### config.mk
export PLATFORM = sky130hd
export DESIGN_NAME = spi_send_sequencer
export DESIGN_NICKNAME = d
export VERILOG_FILES = /design/src/rtl/spi_send_sequencer.sv
export SDC_FILE = /design/constraint.sdc
export NUM_CORES = 1
export LEC_CHECK = 0
export CAP_MARGIN = 10
export CORE_MARGIN = 5
export CORE_UTILIZATION = 45
export CTS_CLUSTER_SIZE = 40
export DETAILED_ROUTE_END_ITERATION = 10
export DONT_BUFFER_PORTS = 1
export PLACE_DENSITY = 0.68
export SLEW_MARGIN = 20
export SYNTH_ARGS = -nofsm -noshare
export SYNTH_HDL_FRONTEND = slang
export SYNTH_SLANG_ARGS = --single-unit
### constraint.sdc
create_clock -name c_clk_100m -period 9.1 [get_ports c_clk_100m]
set_input_delay 1.82 -clock c_clk_100m [delete_from_list [all_inputs] [get_ports c_clk_100m]]
set_output_delay 1.82 -clock c_clk_100m [all_outputs]
set_load 0.02 [all_outputs]
### src/rtl/spi_send_sequencer.sv
// spi_send_sequencer: FIFO-buffered launcher for the SPI master's toggle-handshake send port.
// Optional completed-frame counter is built when SPI_SEQ_STATS_EN is defined.
module spi_send_sequencer #(
  parameter int unsigned DEPTH          = 8,
  parameter int unsigned TIMEOUT_CYCLES = 4096,
  parameter int unsigned GAP_CYCLES     = 8
) (
  input  logic                   c_clk_100m,
  input  logic                   i_rst_n,
  input  logic                   i_wr_valid,
  output logic                   o_wr_ready,
  input  logic [31:0]            i_wr_data,
  output logic                   o_SPI_Send_Sync,
  output logic [31:0]            o_SPI_Send_Data,
  input  logic                   i_SPI_Send_Over_ack,
  input  logic                   i_clr_err,
  output logic                   o_busy,
  output logic [$clog2(DEPTH):0] o_fifo_level,
  output logic                   o_timeout_pulse,
  output logic                   o_err,
  output logic [15:0]            o_frame_count
);

  localparam int unsigned AW  = $clog2(DEPTH);
  localparam int unsigned TCW = $clog2(TIMEOUT_CYCLES);
  localparam int unsigned GCW = $clog2(GAP_CYCLES);

  localparam logic [2:0] S_IDLE     = 3'd0;
  localparam logic [2:0] S_LAUNCH   = 3'd1;
  localparam logic [2:0] S_WAIT_ACK = 3'd2;
  localparam logic [2:0] S_GAP      = 3'd3;
  localparam logic [2:0] S_ERROR    = 3'd4;

  localparam logic [AW:0]    PTR_ONE  = {{AW{1'b0}}, 1'b1};
  localparam logic [TCW-1:0] TCNT_ONE = {{(TCW-1){1'b0}}, 1'b1};
  localparam logic [GCW-1:0] GCNT_ONE = {{(GCW-1){1'b0}}, 1'b1};
  localparam logic [TCW-1:0] TCNT_END = TCW'(TIMEOUT_CYCLES - 1);
  localparam logic [GCW-1:0] GCNT_END = GCW'(GAP_CYCLES - 1);

  logic [31:0]    mem [DEPTH];
  logic [AW:0]    wr_ptr;
  logic [AW:0]    rd_ptr;
  logic [2:0]     state;
  logic           ack_meta;
  logic           ack_s;
  logic           r_ack_exp;
  logic [TCW-1:0] tcnt;
  logic [GCW-1:0] gcnt;

  logic fifo_empty;
  logic fifo_full;
  logic push;
  logic pop;
  logic ack_done;
  logic tmo_hit;
  logic gap_done;

  // Extra wrap bit on the pointers distinguishes full from empty.
  assign fifo_empty = (wr_ptr == rd_ptr);
  assign fifo_full  = (wr_ptr[AW] != rd_ptr[AW]) && (wr_ptr[AW-1:0] == rd_ptr[AW-1:0]);
  assign push       = i_wr_valid && !fifo_full;
  assign pop        = (state == S_IDLE) && !fifo_empty && !o_err;
  assign ack_done   = (ack_s == r_ack_exp);
  assign tmo_hit    = (tcnt == TCNT_END);
  assign gap_done   = (gcnt == GCNT_END);

  assign o_wr_ready   = !fifo_full;
  assign o_fifo_level = wr_ptr - rd_ptr;
  assign o_busy       = (state != S_IDLE) || !fifo_empty;

  always_ff @(posedge c_clk_100m) begin
    if (push) begin
      mem[wr_ptr[AW-1:0]] <= i_wr_data;
    end
  end

  always_ff @(posedge c_clk_100m or negedge i_rst_n) begin
    if (!i_rst_n) begin
      wr_ptr <= '0;
    end else if (push) begin
      wr_ptr <= wr_ptr + PTR_ONE;
    end
  end

  always_ff @(posedge c_clk_100m or negedge i_rst_n) begin
    if (!i_rst_n) begin
      ack_meta <= 1'b0;
      ack_s    <= 1'b0;
    end else begin
      ack_meta <= i_SPI_Send_Over_ack;
      ack_s    <= ack_meta;
    end
  end

  always_ff @(posedge c_clk_100m or negedge i_rst_n) begin
    if (!i_rst_n) begin
      state           <= S_IDLE;
      rd_ptr          <= '0;
      o_SPI_Send_Data <= '0;
      o_SPI_Send_Sync <= 1'b0;
      r_ack_exp       <= 1'b0;
      tcnt            <= '0;
      gcnt            <= '0;
      o_timeout_pulse <= 1'b0;
      o_err           <= 1'b0;
    end else begin
      o_timeout_pulse <= 1'b0;
      case (state)
        S_IDLE: begin
          if (pop) begin
            o_SPI_Send_Data <= mem[rd_ptr[AW-1:0]];
            rd_ptr          <= rd_ptr + PTR_ONE;
            state           <= S_LAUNCH;
          end
        end
        S_LAUNCH: begin
          o_SPI_Send_Sync <= ~o_SPI_Send_Sync;
          r_ack_exp       <= ~r_ack_exp;
          tcnt            <= '0;
          state           <= S_WAIT_ACK;
        end
        S_WAIT_ACK: begin
          tcnt <= tcnt + TCNT_ONE;
          // Completion is tested first so it wins over a same-cycle timeout.
          if (ack_done) begin
            gcnt  <= '0;
            state <= S_GAP;
          end else if (tmo_hit) begin
            o_timeout_pulse <= 1'b1;
            o_err           <= 1'b1;
            state           <= S_ERROR;
          end
        end
        S_GAP: begin
          if (gap_done) begin
            state <= S_IDLE;
          end else begin
            gcnt <= gcnt + GCNT_ONE;
          end
        end
        S_ERROR: begin
          // Re-syncing the expected ack level makes a late ack from the dropped frame harmless.
          if (i_clr_err) begin
            r_ack_exp <= ack_s;
            o_err     <= 1'b0;
            gcnt      <= '0;
            state     <= S_GAP;
          end
        end
        default: state <= S_IDLE;
      endcase
    end
  end

`ifdef SPI_SEQ_STATS_EN
  logic [15:0] frame_cnt;

  always_ff @(posedge c_clk_100m or negedge i_rst_n) begin
    if (!i_rst_n) begin
      frame_cnt <= '0;
    end else if ((state == S_WAIT_ACK) && ack_done) begin
      frame_cnt <= frame_cnt + 16'd1;
    end
  end

  assign o_frame_count = frame_cnt;
`else
  assign o_frame_count = '0;
`endif

endmodule

==> results.cfg <==
[setup_path]
critPathMaxFanout = 69
timing.critical_path.cells = inv_1, ha_1, nand3_1, or4_1
end_kind = primary output
cp.arrival_ns = 3.07
rr_worst_depth = 6
start_kind = flop
crit_required_ns = 7.28
r2r-start = rd_ptr[1]
criticalPathCategory = reg2out
crit_path_max_incr_delay_ns = 1.08
ff2ff_setup_slack_ns = 5.50
slowest_stage = dfrtp_4
r2r-end = mem[3][31]

[placed_design]
gp_congestion = 0.815
placed_cell_area_mm2 = 0.0129
io_buffers = 0
placedCellCount = 1022
dp_hpwl_mm = 13.3

[clock_network]
cts_buffers = 34
holdBufCountCts = 0
clk_pin_slew_ns = 0.06
postCtsSetupBuffers = 0
cts_resized = 0
htree_levels = 2
cts_tree = done
clock-sinks = 320
cts_root_buf = clkbuf_16
clkLatencyLatePin_ns = 0.52
clock_path_buffers = 3

[floorplanning]
core_mm2 = 0.0276
rows = 61
die_w_um = 177
io_pins = 94
die_h_um = 177
start_util_pct = 45.3
die-area_mm2 = 0.0313

[timing]
skew_ns = 0.0242
slew_headroom_pct = 30.7
tightest_slew_ns = 1.04
finalCritPeriodShare_pct = 53.8
maxSlewViolCount = 0
max_freq_ghz = 0.204
hold_viol_final = 0
rsz0062_at_grt = no
min_period_ns = 4.89
finalSetupViolations = 0
setup_tns_ns = 0

[hold_path]
hp-class = reg2reg
holdPathEnd = ack_s
holdCritStartpoint = ack_meta
hold_depth = 0

[final_layout]
regArea_mm2 = 0.00930
fillers = 2261
drive_gt1_share_pct = 20.0
fin_cells = 1088
fin_util_pct = 51.0
synthToLayoutAreaGrowth_pct = 12.4
diodes = 0
multiInputGateArea_mm2 = 0.00302
fin_nets = 730
fin_area_mm2 = 0.0141

[logic_synthesis]
synth-adder-area-share_pct = 0.959
synth.most_common_cell = edfxtp_1
synth_area_mm2 = 0.0125
yosys_warnings = 0
yosysTopAreaCellShare_pct = 61.4
synth_cell_type_count = 44
synth_area_leaders = edfxtp_1 61%, dfrtp_1 13%, mux4_2 12%, mux2i_1 3.0%, o21ai_0 1.7%
synth_cells = 669
synth-edff-count = 256
synthXorXnorAreaFrac_pct = 0.839
synthMuxAreaShare_pct = 14.8
synthFlopType = edfxtp_1
yosys.area_share.simple_pct = 3.97
seq_area_frac_synth_pct = 74.2
synth_top_family_by_area = multiplexers
synth-async-reset-ratio_pct = 20.0
synth-compound-area-share_pct = 2.67
yosys.area.top_type = edfxtp_1
ys_seq_elements = 320
synth_common_cells = 256 x edfxtp_1, 64 x dfrtp_1, 64 x mux4_2
syn_avg_cell_area_um2 = 18.7

[job]
maxCapViolCount = 0

[global_routing]
grt-ovfl-total = 0
grt_max_degree = 70
grt_pass1_vias = 6276
grt_antenna_before_repair = 0
grt_use_total_pct = 14.9
grt_pass1_wl_mm = 35.9

[power]
p_per_area_mw_per_mm2 = 328
p_total_mw = 4.62
p_leak_nw = 4.90
peakVddDrop_mv = 0.218

[drt]
viasPerCell = 5.31
drc = 0
first_iter_violations = 401
vias = 5774
wl_per_cell_um = 20.8
detail_route.first_pass.iterations = 5
wl_mm = 22.6
drtAntennaViolNets = 0

[status]
status = finished clean
## how the worst max path moves through the flow
stage / from / endpoint / slack, ns
finish: rd_ptr[1] / o_busy / 4.21
global route: rd_ptr[1] / o_busy / 3.99
CTS: rd_ptr[1] / o_busy / 4.14
detailed placement: rd_ptr[1] / o_busy / 4.71
global placement: rd_ptr[1] / o_busy / 4.84
floorplan: i_wr_valid / mem[0][0] / 4.32
## power breakdown
group | switching (mW) | leakage, nW | internal (mW)
clock network | 0.549 | 0.537 | 0.786
logic | 0.570 | 1.24 | 0.520
registers | 0.318 | 3.13 | 1.88
## flip-flops by register name, summed over array words and instances (netlist names)
name and cells:
o_err 1, o_SPI_Send_Data 32, rd_ptr 4, state 3, o_timeout_pulse 1, ack_meta 1, wr_ptr 4, r_ack_exp 1
tcnt 12, gcnt 3, mem 256, o_SPI_Send_Sync 1, ack_s 1
## per-stage QoR
step           worst slack, ns  hold slack (ns)
2_1_floorplan             4.32            0.331
3_3_place_gp              4.84            0.345
3_5_place_dp              4.71            0.337
4_1_cts                   4.14            0.361
5_1_grt                   3.99            0.364
6_report                  4.21            0.355
## layer usage
layer | global-route usage (%) | routed length, um
met4 | 4.35 | 457
met3 | 4.19 | 1350
met5 | 0 | 0
met2 | 25.0 | 11600
met1 | 19.1 | 9220
## cells in the final DEF, fill, tap and decap left out, drive strengths merged, types with 9 or more instances in the layout
cell / synthesis / routed
dfrtp: 64 / 64
o21ai: 43 / 43
buf: 36 / 9
edfxtp: 256 / 256
clkinv: 0 / 9
conb: 1 / 16
clkbuf: 9 / 46
nand2: 53 / 53
mux4: 64 / 64
inv: 11 / 15
mux2i: 37 / 37
nor2: 21 / 21
## final cells by class
| class | count | share of cell area [%] |
|---|---|---|
| flip-flops and latches | 320 | 66.0 |
| inverters | 11 | 0.293 |
| clock buffers | 46 | 6.58 |
| well taps | 378 | 3.36 |
| clock inverters | 16 | 1.30 |
| repair buffers | 9 | 0.995 |
| multi-input cells | 308 | 21.5 |
## worst max-delay path: cells and delay by family, from the launching register on
kind	cells	cell delay, ns
fa+ha+maj	1	0.35
buf+inv	1	0.17
flops	1	1.08
simple gates	2	0.93
## kinds of logic (layout without fill, tap and decap cells)
kind of cell | after synthesis | in the layout
xor gates and xnor gates | 12 | 12
adders and majority gates | 9 | 9
AOI/OAI and AO/OA | 60 | 60
and+or+nand+nor | 106 | 106
DFF | 320 | 320
buffers and inverters | 56 | 82
other | 1 | 16
muxes | 105 | 105
No activity file was read; power rests on OpenSTA's default activity.
